$ cat src/rtl/alu_pkg.sv
// Shared types and constants for the ALU execute stage.
package alu_pkg;

    typedef enum logic [3:0] {
        OP_ADD  = 4'd0,
        OP_SUB  = 4'd1,
        OP_AND  = 4'd2,
        OP_OR   = 4'd3,
        OP_XOR  = 4'd4,
        OP_SHL  = 4'd5,
        OP_SHR  = 4'd6,
        OP_PASS = 4'd7,
        OP_MUL  = 4'd8,
        OP_DIV  = 4'd9,
        OP_MOD  = 4'd10
    } op_e;

    typedef enum logic [1:0] {
        ST_IDLE = 2'd0,
        ST_ITER = 2'd1,
        ST_WB   = 2'd2
    } state_e;

    // Bit positions inside flags_o = {z,c,n,v}.
    localparam int FLG_Z = 3;
    localparam int FLG_C = 2;
    localparam int FLG_N = 1;
    localparam int FLG_V = 0;

    // Opcodes handled by the iterative multiply/divide unit.
    function automatic logic is_seq_op(input logic [3:0] op);
        return (op >= 4'(OP_MUL)) && (op <= 4'(OP_MOD));
    endfunction

    // Opcodes 11-15 are illegal.
    function automatic logic is_legal_op(input logic [3:0] op);
        return op <= 4'(OP_MOD);
    endfunction

endpackage

$ cat src/rtl/alu_exec_stage_if.sv
// Request/writeback bundle between the issue logic and the execute stage.
interface alu_exec_stage_if #(
    parameter int W  = 8,
    parameter int AW = 3
);
    logic          start_i;
    logic [3:0]    op_i;
    logic [W-1:0]  a_i;
    logic [W-1:0]  b_i;
    logic [AW-1:0] rd_i;
    logic          busy_o;
    logic          we_o;
    logic [AW-1:0] rd_o;
    logic [W-1:0]  dat_o;
    logic [3:0]    flags_o;
    logic          err_o;

    modport master (
        output start_i, op_i, a_i, b_i, rd_i,
        input  busy_o, we_o, rd_o, dat_o, flags_o, err_o
    );

    modport slave (
        input  start_i, op_i, a_i, b_i, rd_i,
        output busy_o, we_o, rd_o, dat_o, flags_o, err_o
    );
endinterface

$ cat src/rtl/alu_seq_muldiv.sv
// Iterative W-cycle shift-add multiplier and restoring divider.
// hi/lo hold {product high, product low} for MUL and {remainder, quotient}
// for DIV/MOD. The *_nxt outputs expose the result of the iteration taking
// place at the coming edge so the owner can capture the final value directly.
module alu_seq_muldiv #(
    parameter int W = 8
) (
    input  logic         clk,
    input  logic         rst_n,
    input  logic         cen,
    input  logic         load_i,
    input  logic         run_i,
    input  logic         is_mul_i,
    input  logic [W-1:0] a_i,
    input  logic [W-1:0] b_i,
    output logic [W-1:0] hi_nxt_o,
    output logic [W-1:0] lo_nxt_o,
    output logic         done_o
);
    localparam int CW = $clog2(W);

    logic [W-1:0]  hi_q, hi_d;
    logic [W-1:0]  lo_q, lo_d;
    logic [W-1:0]  opnd_q, opnd_d;
    logic [CW-1:0] cnt_q, cnt_d;
    logic          is_mul_q, is_mul_d;

    logic [W:0]    mul_sum;
    logic [W:0]    div_shift;
    logic          div_fits;
    logic [W-1:0]  step_hi;
    logic [W-1:0]  step_lo;

    // One multiply or divide iteration on the current register contents.
    always_comb begin
        mul_sum   = {1'b0, hi_q} + (lo_q[0] ? {1'b0, opnd_q} : '0);
        div_shift = {hi_q, lo_q[W-1]};
        div_fits  = div_shift >= {1'b0, opnd_q};
        if (is_mul_q) begin
            step_hi = mul_sum[W:1];
            step_lo = {mul_sum[0], lo_q[W-1:1]};
        end else if (div_fits) begin
            step_hi = W'(div_shift - {1'b0, opnd_q});
            step_lo = {lo_q[W-2:0], 1'b1};
        end else begin
            step_hi = div_shift[W-1:0];
            step_lo = {lo_q[W-2:0], 1'b0};
        end
    end

    assign hi_nxt_o = step_hi;
    assign lo_nxt_o = step_lo;
    assign done_o   = run_i && (cnt_q == CW'(W - 1));

    // Load operands on accept, otherwise step once per enabled ITER cycle.
    always_comb begin
        // NOTE: every next-state variable starts from its held value so no path leaves it unassigned (no latch).
        hi_d     = hi_q;
        lo_d     = lo_q;
        opnd_d   = opnd_q;
        cnt_d    = cnt_q;
        is_mul_d = is_mul_q;
        if (cen) begin
            if (load_i) begin
                hi_d     = '0;
                lo_d     = is_mul_i ? b_i : a_i;
                opnd_d   = is_mul_i ? a_i : b_i;
                cnt_d    = '0;
                is_mul_d = is_mul_i;
            end else if (run_i) begin
                hi_d  = step_hi;
                lo_d  = step_lo;
                cnt_d = cnt_q + CW'(1);
            end
        end
    end

    // Datapath registers.
    always_ff @(posedge clk or negedge rst_n) begin
        if (!rst_n) begin
            hi_q     <= '0;
            lo_q     <= '0;
            opnd_q   <= '0;
            cnt_q    <= '0;
            is_mul_q <= 1'b0;
        end else begin
            // NOTE: non-blocking assignments so every flop samples pre-edge values.
            hi_q     <= hi_d;
            lo_q     <= lo_d;
            opnd_q   <= opnd_d;
            cnt_q    <= cnt_d;
            is_mul_q <= is_mul_d;
        end
    end

endmodule

$ cat src/rtl/alu_exec_stage.sv
// Execute stage: single-cycle ALU ops, iterative MUL/DIV/MOD, one-cycle
// writeback strobe into the register file and a {z,c,n,v} flags register.
module alu_exec_stage
    import alu_pkg::*;
#(
    parameter int W  = 8,
    parameter int AW = 3
) (
    input  logic              clk,
    input  logic              rst_n,
    input  logic              cen,
    alu_exec_stage_if.slave   bus
);
    state_e        state_q, state_d;
    logic          we_q, we_d;
    logic          err_q, err_d;
    logic [AW-1:0] rd_q, rd_d;
    logic [W-1:0]  dat_q, dat_d;
    logic [3:0]    flags_q, flags_d;
    op_e           op_q, op_d;
    logic [AW-1:0] rd_pend_q, rd_pend_d;
    logic          div0_q, div0_d;

    logic [W:0]    sum_ext;
    logic [W:0]    diff_ext;
    logic [W-1:0]  alu_res;
    logic          alu_c;
    logic          alu_v;

    logic          seq_load;
    logic          seq_done;
    logic [W-1:0]  seq_hi;
    logic [W-1:0]  seq_lo;
    logic [W-1:0]  seq_res;
    logic          seq_c;
    logic          seq_v;

    alu_seq_muldiv #(.W(W)) u_muldiv (
        .clk      (clk),
        .rst_n    (rst_n),
        .cen      (cen),
        .load_i   (seq_load),
        .run_i    (state_q == ST_ITER),
        .is_mul_i (bus.op_i == 4'(OP_MUL)),
        .a_i      (bus.a_i),
        .b_i      (bus.b_i),
        .hi_nxt_o (seq_hi),
        .lo_nxt_o (seq_lo),
        .done_o   (seq_done)
    );

    // Single-cycle ALU on the live request operands.
    always_comb begin
        sum_ext  = {1'b0, bus.a_i} + {1'b0, bus.b_i};
        diff_ext = {1'b0, bus.a_i} - {1'b0, bus.b_i};
        alu_res  = '0;
        alu_c    = 1'b0;
        alu_v    = 1'b0;
        case (bus.op_i)
            OP_ADD: begin
                alu_res = sum_ext[W-1:0];
                alu_c   = sum_ext[W];
                alu_v   = (bus.a_i[W-1] == bus.b_i[W-1]) && (sum_ext[W-1] != bus.a_i[W-1]);
            end
            OP_SUB: begin
                alu_res = diff_ext[W-1:0];
                alu_c   = diff_ext[W];
                alu_v   = (bus.a_i[W-1] != bus.b_i[W-1]) && (diff_ext[W-1] != bus.a_i[W-1]);
            end
            OP_AND:  alu_res = bus.a_i & bus.b_i;
            OP_OR:   alu_res = bus.a_i | bus.b_i;
            OP_XOR:  alu_res = bus.a_i ^ bus.b_i;
            OP_SHL: begin
                alu_res = {bus.a_i[W-2:0], 1'b0};
                alu_c   = bus.a_i[W-1];
            end
            OP_SHR: begin
                alu_res = {1'b0, bus.a_i[W-1:1]};
                alu_c   = bus.a_i[0];
            end
            OP_PASS: alu_res = bus.b_i;
            default: alu_res = '0;
        endcase
    end

    // Final MUL/DIV/MOD result and its carry/overflow flags.
    always_comb begin
        seq_res = (op_q == OP_MOD) ? seq_hi : seq_lo;
        seq_c   = (op_q == OP_MUL) && (seq_hi != '0);
        seq_v   = (op_q != OP_MUL) && div0_q;
    end

    // FSM next state and registered outputs; nothing moves while cen=0.
    always_comb begin
        state_d   = state_q;
        we_d      = we_q;
        err_d     = err_q;
        rd_d      = rd_q;
        dat_d     = dat_q;
        flags_d   = flags_q;
        op_d      = op_q;
        rd_pend_d = rd_pend_q;
        div0_d    = div0_q;
        seq_load  = 1'b0;
        if (cen) begin
            we_d  = 1'b0;
            err_d = 1'b0;
            case (state_q)
                ST_IDLE: begin
                    if (bus.start_i) begin
                        if (is_seq_op(bus.op_i)) begin
                            op_d      = op_e'(bus.op_i);
                            rd_pend_d = bus.rd_i;
                            div0_d    = (bus.b_i == '0);
                            seq_load  = 1'b1;
                            state_d   = ST_ITER;
                        end else if (is_legal_op(bus.op_i)) begin
                            dat_d          = alu_res;
                            rd_d           = bus.rd_i;
                            flags_d[FLG_Z] = (alu_res == '0);
                            flags_d[FLG_C] = alu_c;
                            flags_d[FLG_N] = alu_res[W-1];
                            flags_d[FLG_V] = alu_v;
                            we_d           = 1'b1;
                            state_d        = ST_WB;
                        end else begin
                            err_d = 1'b1;
                        end
                    end
                end
                ST_ITER: begin
                    if (seq_done) begin
                        dat_d          = seq_res;
                        rd_d           = rd_pend_q;
                        flags_d[FLG_Z] = (seq_res == '0);
                        flags_d[FLG_C] = seq_c;
                        flags_d[FLG_N] = seq_res[W-1];
                        flags_d[FLG_V] = seq_v;
                        we_d           = 1'b1;
                        state_d        = ST_WB;
                    end
                end
                ST_WB:   state_d = ST_IDLE;
                default: state_d = ST_IDLE;
            endcase
        end
    end

    // State and output registers; reset aborts any operation in flight.
    always_ff @(posedge clk or negedge rst_n) begin
        if (!rst_n) begin
            state_q   <= ST_IDLE;
            we_q      <= 1'b0;
            err_q     <= 1'b0;
            rd_q      <= '0;
            dat_q     <= '0;
            flags_q   <= '0;
            op_q      <= OP_ADD;
            rd_pend_q <= '0;
            div0_q    <= 1'b0;
        end else begin
            state_q   <= state_d;
            we_q      <= we_d;
            err_q     <= err_d;
            rd_q      <= rd_d;
            dat_q     <= dat_d;
            flags_q   <= flags_d;
            op_q      <= op_d;
            rd_pend_q <= rd_pend_d;
            div0_q    <= div0_d;
        end
    end

    assign bus.busy_o  = (state_q != ST_IDLE);
    assign bus.we_o    = we_q;
    assign bus.err_o   = err_q;
    assign bus.rd_o    = rd_q;
    assign bus.dat_o   = dat_q;
    assign bus.flags_o = flags_q;

endmodule

$ cat src/flat_wrapper.sv
// flat-port wrapper written by rule: the top's interface ports become plain ports
module alu_exec_stage_flat import alu_pkg::*;
#(
    parameter int W  = 8,
    parameter int AW = 3
)
  (clk, rst_n, cen, bus_start_i, bus_op_i, bus_a_i, bus_b_i, bus_rd_i, bus_busy_o, bus_we_o, bus_rd_o, bus_dat_o, bus_flags_o, bus_err_o);
  alu_exec_stage_if #(.W(W), .AW(AW)) bus_i ();
  input  logic clk;
  input  logic rst_n;
  input  logic cen;
  input wire logic [$bits(bus_i.start_i)-1:0] bus_start_i;
  input wire logic [$bits(bus_i.op_i)-1:0] bus_op_i;
  input wire logic [$bits(bus_i.a_i)-1:0] bus_a_i;
  input wire logic [$bits(bus_i.b_i)-1:0] bus_b_i;
  input wire logic [$bits(bus_i.rd_i)-1:0] bus_rd_i;
  output wire logic [$bits(bus_i.busy_o)-1:0] bus_busy_o;
  output wire logic [$bits(bus_i.we_o)-1:0] bus_we_o;
  output wire logic [$bits(bus_i.rd_o)-1:0] bus_rd_o;
  output wire logic [$bits(bus_i.dat_o)-1:0] bus_dat_o;
  output wire logic [$bits(bus_i.flags_o)-1:0] bus_flags_o;
  output wire logic [$bits(bus_i.err_o)-1:0] bus_err_o;
  assign bus_i.start_i = bus_start_i;
  assign bus_i.op_i = bus_op_i;
  assign bus_i.a_i = bus_a_i;
  assign bus_i.b_i = bus_b_i;
  assign bus_i.rd_i = bus_rd_i;
  assign bus_busy_o = bus_i.busy_o;
  assign bus_we_o = bus_i.we_o;
  assign bus_rd_o = bus_i.rd_o;
  assign bus_dat_o = bus_i.dat_o;
  assign bus_flags_o = bus_i.flags_o;
  assign bus_err_o = bus_i.err_o;
  alu_exec_stage #(.W(W), .AW(AW)) u_core (.clk(clk), .rst_n(rst_n), .cen(cen), .bus(bus_i));
endmodule
$ cat config.mk
export PLATFORM = sky130hd
export DESIGN_NAME = alu_exec_stage_flat
export DESIGN_NICKNAME = d
export VERILOG_FILES = /design/src/rtl/alu_pkg.sv /design/src/rtl/alu_exec_stage_if.sv /design/src/rtl/alu_seq_muldiv.sv /design/src/rtl/alu_exec_stage.sv /design/src/flat_wrapper.sv
export SDC_FILE = /design/constraint.sdc
export NUM_CORES = 1
export LEC_CHECK = 0
export ABC_AREA = 1
export CORE_MARGIN = 2
export CORE_UTILIZATION = 50
export DETAILED_ROUTE_END_ITERATION = 10
export HOLD_SLACK_MARGIN = 0.06
export PLACE_DENSITY = 0.73
export SYNTH_ARGS = -nofsm -noshare
export SYNTH_HDL_FRONTEND = slang
export SYNTH_SLANG_ARGS = --single-unit
export TNS_END_PERCENT = 50
$ cat constraint.sdc
create_clock -name clk -period 2.18 [get_ports clk]
set_input_delay 0.654 -clock clk [delete_from_list [all_inputs] [get_ports clk]]
set_output_delay 0.654 -clock clk [all_outputs]
set_load 0.1 [all_outputs]
Word-level counts from Yosys, hierarchy flattened:

Index checks and enable logic that the tools add are counted.

* word-level logic and storage cells: 117
* output and inout bits: 18
* register bits after elaboration: 55
* input port bits: 27

* equality and inequality tests: 22
* multiplexer cells: 50
* add/sub/neg operators: 5
* reduce and logical (&&, ||, !) cells: 20
* bitwise operators: 3
* magnitude comparators: 3

Operator list (number)
* $mux W8: 15
* $pmux W8 S8: 1
* $logic_not A8 Y1: 3
* $add A8 B8 Y9: 2
* $mux W3: 6
* $eq A4 B3 Y1 const B: 4
* $mux W4: 4
* $pmux W8 S2: 1
* $mux W1: 13
* $eq A4 B4 Y1 const B: 3
* $ge A9 B8 Y1: 1
* $sub A8 B8 Y9: 1
* $and A8 B8 Y8: 1
* $eq A4 B2 Y1 const B: 2
* $mux W2: 4
* $or A8 B8 Y8: 1
* $pmux W4 S2: 1
* $reduce_and A4 Y1: 2
* $reduce_bool A8 Y1: 1
* $sub A8 B8 Y8: 1
* $xor A8 B8 Y8: 1
* $logic_and A1 B1 Y1: 6
* $pmux W3 S2: 1
* $reduce_and A6 Y1: 1
* 19 further kinds: 27

Longest topological paths before layout:

* word-level depth: 8
* gate-level depth with buffers: 19
* mapped depth without buffers: 18

Modules after synthesis:

A second synthesis with hierarchy kept.

* cells, all modules: 822
* area, all modules: 5290.1 um^2

Modules (own cells, without submodules)
* alu_exec_stage: area each 2800.2 um^2, cells each 453, instances 1, sequential area each 650.6 um^2
* alu_seq_muldiv: area each 2489.9 um^2, cells each 369, instances 1, sequential area each 700.7 um^2

Worst setup path after synthesis:

No wires, ideal clock.

* path kind: input to register
* start: input port bus_a_i[0]
* end: register u_core.flags_q[3], in the netlist u_core.bus.flags_o[3]
* required time: 2106 ps
* arrival time: 2213 ps
* slack: -107 ps
* library setup time: 74 ps
* cell stages on the path: 15
* buffers on the path: 0
* path through: inv_1 > ha_1 > inv_1 > fa_1 > nor2_1 > nor3_1 > nor2_1 > nand2_1 > nor2_1 > nand3_1 > nor2_1 > nand4_1 > nand2_1 > inv_1 > a21oi_2

* longest elaborated chain between the ends: 7
* elaborated cells on any way between the ends: 11
* classes of those cells: 2 x add/sub; 5 x mux; 3 x bitwise; 1 x reduce/logical

RTL lines
* start, declared: line flat_wrapper.sv:14 `input wire logic [$bits(bus_i.a_i)-1:0] bus_a_i;`
* $sub A8 B8 Y9, or another cell as far along: line alu_exec_stage.sv:55 `diff_ext = {1'b0, bus.a_i} - {1'b0, bus.b_i};`
* $pmux W8 S8 *: line alu_exec_stage.sv:59 `case (bus.op_i)`
* $logic_not A8 Y1 *: line alu_exec_stage.sv:120 `flags_d[FLG_Z] = (alu_res == '0);`
* $mux W4 *: line alu_exec_stage.sv:117 `end else if (is_legal_op(bus.op_i)) begin`
* $mux W4 *: line alu_exec_stage.sv:111 `if (is_seq_op(bus.op_i)) begin`
* $mux W4 *: line alu_exec_stage.sv:110 `if (bus.start_i) begin`
* $pmux W4 S2 *: line alu_exec_stage.sv:108 `case (state_q)`
* end signal, assigned: line alu_exec_stage.sv:167 `flags_q <= flags_d;`
* end, declared: line alu_exec_stage.sv:19 `logic [3:0] flags_q, flags_d;`

Every way passes the cells marked *; elsewhere a longest branch is shown, timed or not. The select of a mux whose other input is x is not followed.
A chain may end at the register's enable or synchronous reset.

Worst setup path in the final report:

* start: register u_core.u_muldiv.lo_q[0]
* end: register u_core.flags_q[2], in the netlist u_core.bus.flags_o[2]

* longest elaborated chain between the ends: 7

RTL lines
* start, declared: line alu_seq_muldiv.sv:23 `logic [W-1:0] lo_q, lo_d;`
* start signal, assigned: line alu_seq_muldiv.sv:89 `lo_q <= lo_d;`
* $mux W8: line alu_seq_muldiv.sv:36 `mul_sum = {1'b0, hi_q} + (lo_q[0] ? {1'b0, opnd_q} : '0);`
* $add A8 B8 Y9: line alu_seq_muldiv.sv:36
* $mux W8: line alu_seq_muldiv.sv:39 `if (is_mul_q) begin`
* $reduce_bool A8 Y1: line alu_exec_stage.sv:89 `seq_c = (op_q == OP_MUL) && (seq_hi != '0);`
* $logic_and A1 B1 Y1: line alu_exec_stage.sv:89
* $mux W4: line alu_exec_stage.sv:132 `if (seq_done) begin`
* $pmux W4 S2: line alu_exec_stage.sv:108

Every way passes these cells. The select of a mux whose other input is x is not followed.

==> run summary <==
The run finished, with violations left. The final reports fail on setup timing. The global-route wire length before repair came out at 31200 um.

Of the total power, the share spent switching nets is 0.520. The final instance area is roughly 0.0077 mm2. The combined area of all synthesized cells is 0.00505 mm2. For this block, the via count after detailed routing is around 6500. The maximum clock path buffer count came out at 2. The worst voltage drop across the vdd grid is between 0.0009 and 0.001 V. The commonest cells after synthesis are 205 x nand2_1, 108 x inv_1, 68 x o21ai_0, 60 x nand3_1, 56 x nor2_1. The die area came out at roughly 0.011 mm2. The remaining number of nets flagged by the antenna check after routing came out at 0.

The insertion delay to the later sink of the worst-skew pair came out at around 0.32 ns. The post-detailed-placement cell area came out at a little under 0.007 mm2. The ratio of routed vias to standard cells came out at 5.79.

The largest single stage delay on the critical path is around 0.42 ns. Averaged over all synthesized cells, the footprint is approximately 6.6 um2. The antenna diode instance count is 0.

The number of iterations in the first detailed-routing pass came out at 5. The number of maximum-capacitance violations came out at 0. The quantity of hold-fixing buffers added after cts came out at 0. For this run, the total global-route usage over all layers was measured as 0.352. The highest-delay cell along the critical path is dfrtp_1. Traced cell by cell, the critical path runs through buf_4, nand2_1, inv_2, ha_4, a21oi_4, nand2_4, buf_4, o21ai_0, a21o_1, and2_4, nand2_1, nor2_1, nand2_2, nand2_2, a21oi_2.

The final critical path time including I/O delays and setup is 2.37 ns. Counting flops and latches in the post-synthesis netlist gives between 50 and 60. The number of enable flip-flop cells after synthesis is 0. The share of synthesized area in the top cell type comes to 0.268. In this run the core area contains 36 standard-cell rows.

The proportion of power drawn by combinational gates is 0.756. In the final layout, the multi-input gates occupy ~0.0038 mm2. The sum of net half-perimeters after detailed placement came out at between 10000 and 15000 um. The relative contribution of the clock network to total power came out at 0.071. The final routed DRC violation total is 0. Counting flops with an async set or reset pin after synthesis yields a share of 1.00. The end of the worst register-to-register path is u_core.bus.flags_o[2]$_DFFE_PN0P_. TritonCTS built the clock tree. The path type of the worst setup path is register to register.

The last weighted congestion value of the routability-driven placer is 0.986. For this block, the routed nets add up to roughly 20000 um of wire. The CTS clock-pin slew for the worst setup and hold paths came out at 0.11 ns. The die span in x is 104 um. The largest total area in the synthesized netlist belongs to dfrtp_1. When the netlist entered floorplanning its net count stood at between 800 and 900. Internal power comes to about 4.9 mW. The highest clock rate came out at ~420 MHz. The final standard cell utilization of the core is 0.791. The number of clock sinks is 54.

The core region is roughly 0.0098 mm2. The cell count of the worst reg-to-reg path came out at 15. For this configuration, the core starts out at a cell density of 0.516. Setup repair after global routing could not meet its margin everywhere. The average detailed-routed wire length per instance is 17.6 um.

The initial antenna violation count came out at 1. For this design the top-level I/O count stands at 45. The sequential cell area in the final layout is about 0.0014 mm2. The number of distinct standard cells referenced by the synthesized netlist came out at 42. The worst setup path is captured at a register. The post-synthesis to final-layout area growth came out at 53.2%. The power share of the sequential group came out at 0.173. The final count of negative-setup-slack endpoints came out at 15. Entering global routing, the biggest net connects 22 pins.

The final worst-path setup slack came out at -0.185 ns. The first-iteration detailed-routing DRC count is between 500 and 600. The number of global-route vias before repair came out at between 6000 and 7000. The leakage power total is 3.96 nW. Clock tree synthesis selected as its root buffer the cell clkbuf_8. The remaining global-route overflow is 0.

Power spread over the standard cell area amounts to ~1300 mW/mm2. The part of the cycle the worst path needs came out at 1.09. After synthesis, the cell types taking the most area are dfrtp_1 27%, nand2_1 15%, ha_1 10%, inv_1 8.0%, o21ai_0 6.7%.

The Yosys step of the flow raised 0 warnings. The required arrival time at the worst endpoint came out at 2.40 ns. The min-delay analysis places its worst path in the category primary input to asynchronous set/reset pin. Of the cells placed in the final design, the portion with a size suffix greater than 1 is 0.386.

The H-tree depth reported by CTS is 2. The net switching power is 5.27 mW. The count of final max-slew check failures came out at 0. The worst-path maximum fanout came out at 5.

In the post-synthesis netlist, the cell with the most instances is nand2_1. In this run the tightest slew margin relative to its limit is 0.581. The register-to-register path setup slack came out at -0.19 ns. The number of standard cells after synthesis is between 700 and 800. The fill cell total of the finished layout is between 600 and 700.

The total CTS buffers is 5. The worst setup path is launched from a register. For this run, the leading register cell type out of synthesis is dfrtp_1. In this run the critical register-to-register path is launched from u_core.u_muldiv.lo_q[0]$_DFFE_PN0P_. The total of buffers placed on input and output ports is 44. The worst clock skew is roughly 0.006 ns. The die is between 100 and 150 um tall. The hold violation count in the final report is 0. At the pin with the least slew margin, the transition time is 0.628 ns. The net count of the finished layout came out at 1063.

The signal arrival time at the worst endpoint is 2.59 ns. The sequential fraction of the synthesis area is 0.268.
## flip-flops by register name, summed over array words and instances (netlist names)
signal / count
u_core.op_q: 4
u_core.div0_q: 1
u_core.u_muldiv.hi_q: 8
u_core.state_q: 2
u_core.u_muldiv.lo_q: 8
u_core.u_muldiv.cnt_q: 3
u_core.bus.flags_o: 4
u_core.bus.rd_o: 3
u_core.rd_pend_q: 3
u_core.bus.dat_o: 7
u_core.u_muldiv.is_mul_q: 1
u_core.u_muldiv.opnd_q: 8
u_core.bus.err_o: 1
u_core.bus.we_o: 1
## routing by layer
metal	global-route usage	part of all wire
met1	0.434	0.39
met2	0.598	0.48
met3	0.0695	0.084
met4	0.149	0.048
met5	0	0.00056
## cell families after synthesis
group,after synthesis,synth area share
AOI/OAI and AO/OA,154,0.172
xor gates and xnor gates,5,0.00868
adders and majority gates,46,0.120
DFF,54,0.268
and+or+nand+nor,377,0.330
buffers and inverters,133,0.101
## timing repair
item                                    CTS  global route
pin swaps                                53            26
gates cloned                              1             0
buffers inserted                         16             5
resized for setup                       153            44
endpoints found under the setup margin   20            20
## power groups by stage
stage | Sequential (mW) | Combinational (mW) | Clock (mW)
final | 1.75 | 7.65 | 0.721
after global routing | 1.79 | 8.10 | 0.755
after CTS | 1.73 | 7.01 | 0.716
after detailed placement | 1.71 | 6.22 | 0
after global placement | 1.70 | 6.03 | 0
after floorplan | 2.51 | 3.01 | 0
## critical path: cells and delay by family, from the launching register on
kind,cells,cell delay (ns)
AND/OR/NAND/NOR,7,0.66
adder cells (fa/ha/maj),1,0.25
buffers and inverters,3,0.38
AO/OA/AOI/OAI,4,0.54
flip-flops,1,0.42
## how the worst max path moves through the flow
stage                                              startpoint                                 to  slack, ns  cells past startpoint
after floorplan                                    bus_b_i[2]  u_core.bus.flags_o[3]$_DFFE_PN0P_      -0.06                     16
after global placement                             bus_b_i[0]  u_core.bus.flags_o[3]$_DFFE_PN0P_      -0.77                     15
after detailed placement                           bus_a_i[0]  u_core.bus.flags_o[3]$_DFFE_PN0P_      -0.83                     14
after CTS                 u_core.u_muldiv.lo_q[0]$_DFFE_PN0P_  u_core.bus.flags_o[2]$_DFFE_PN0P_      -0.11                     19
after global routing      u_core.u_muldiv.lo_q[0]$_DFFE_PN0P_  u_core.bus.flags_o[2]$_DFFE_PN0P_      -0.31                     19
final                     u_core.u_muldiv.lo_q[0]$_DFFE_PN0P_  u_core.bus.flags_o[2]$_DFFE_PN0P_      -0.19                     15
## cell usage in the layout (no fill, tap or decap), types with 18 or more instances in the layout
| master | count |
|---|---|
| nand2_1 | 185 |
| ha_4 | 20 |
| nand4_1 | 24 |
| ha_1 | 18 |
| nor2_1 | 41 |
| inv_1 | 80 |
| inv_2 | 30 |
| o21ai_0 | 54 |
| a21oi_1 | 34 |
| dfrtp_1 | 51 |
| nand3_1 | 43 |
| buf_4 | 200 |
| nand3_2 | 20 |
| nand2_2 | 23 |
## per-stage QoR
stage	TNS (ns)	worst slack [ns]	std cells	power [mW]	hold slack, ns
floorplan	-0.0569	-0.0569	769	5.51	0.358
global placement	-13.99	-0.774	1096	7.73	0.437
detailed placement	-15.36	-0.829	1096	7.93	0.441
CTS	-0.397	-0.115	1120	9.46	0.301
global route	-2.84	-0.308	1124	10.6	0.330
finish	-1.06	-0.185	1124	10.1	0.304
## cell type report
class | count | area share
repair buffers | 235 | 0.244
well taps | 133 | 0.0215
flip-flops and latches | 54 | 0.175
multi-input cells | 583 | 0.491
clock buffers | 5 | 0.00890
inverters | 111 | 0.0539
clock inverters | 3 | 0.00566
(Power assumes the default switching activity.)
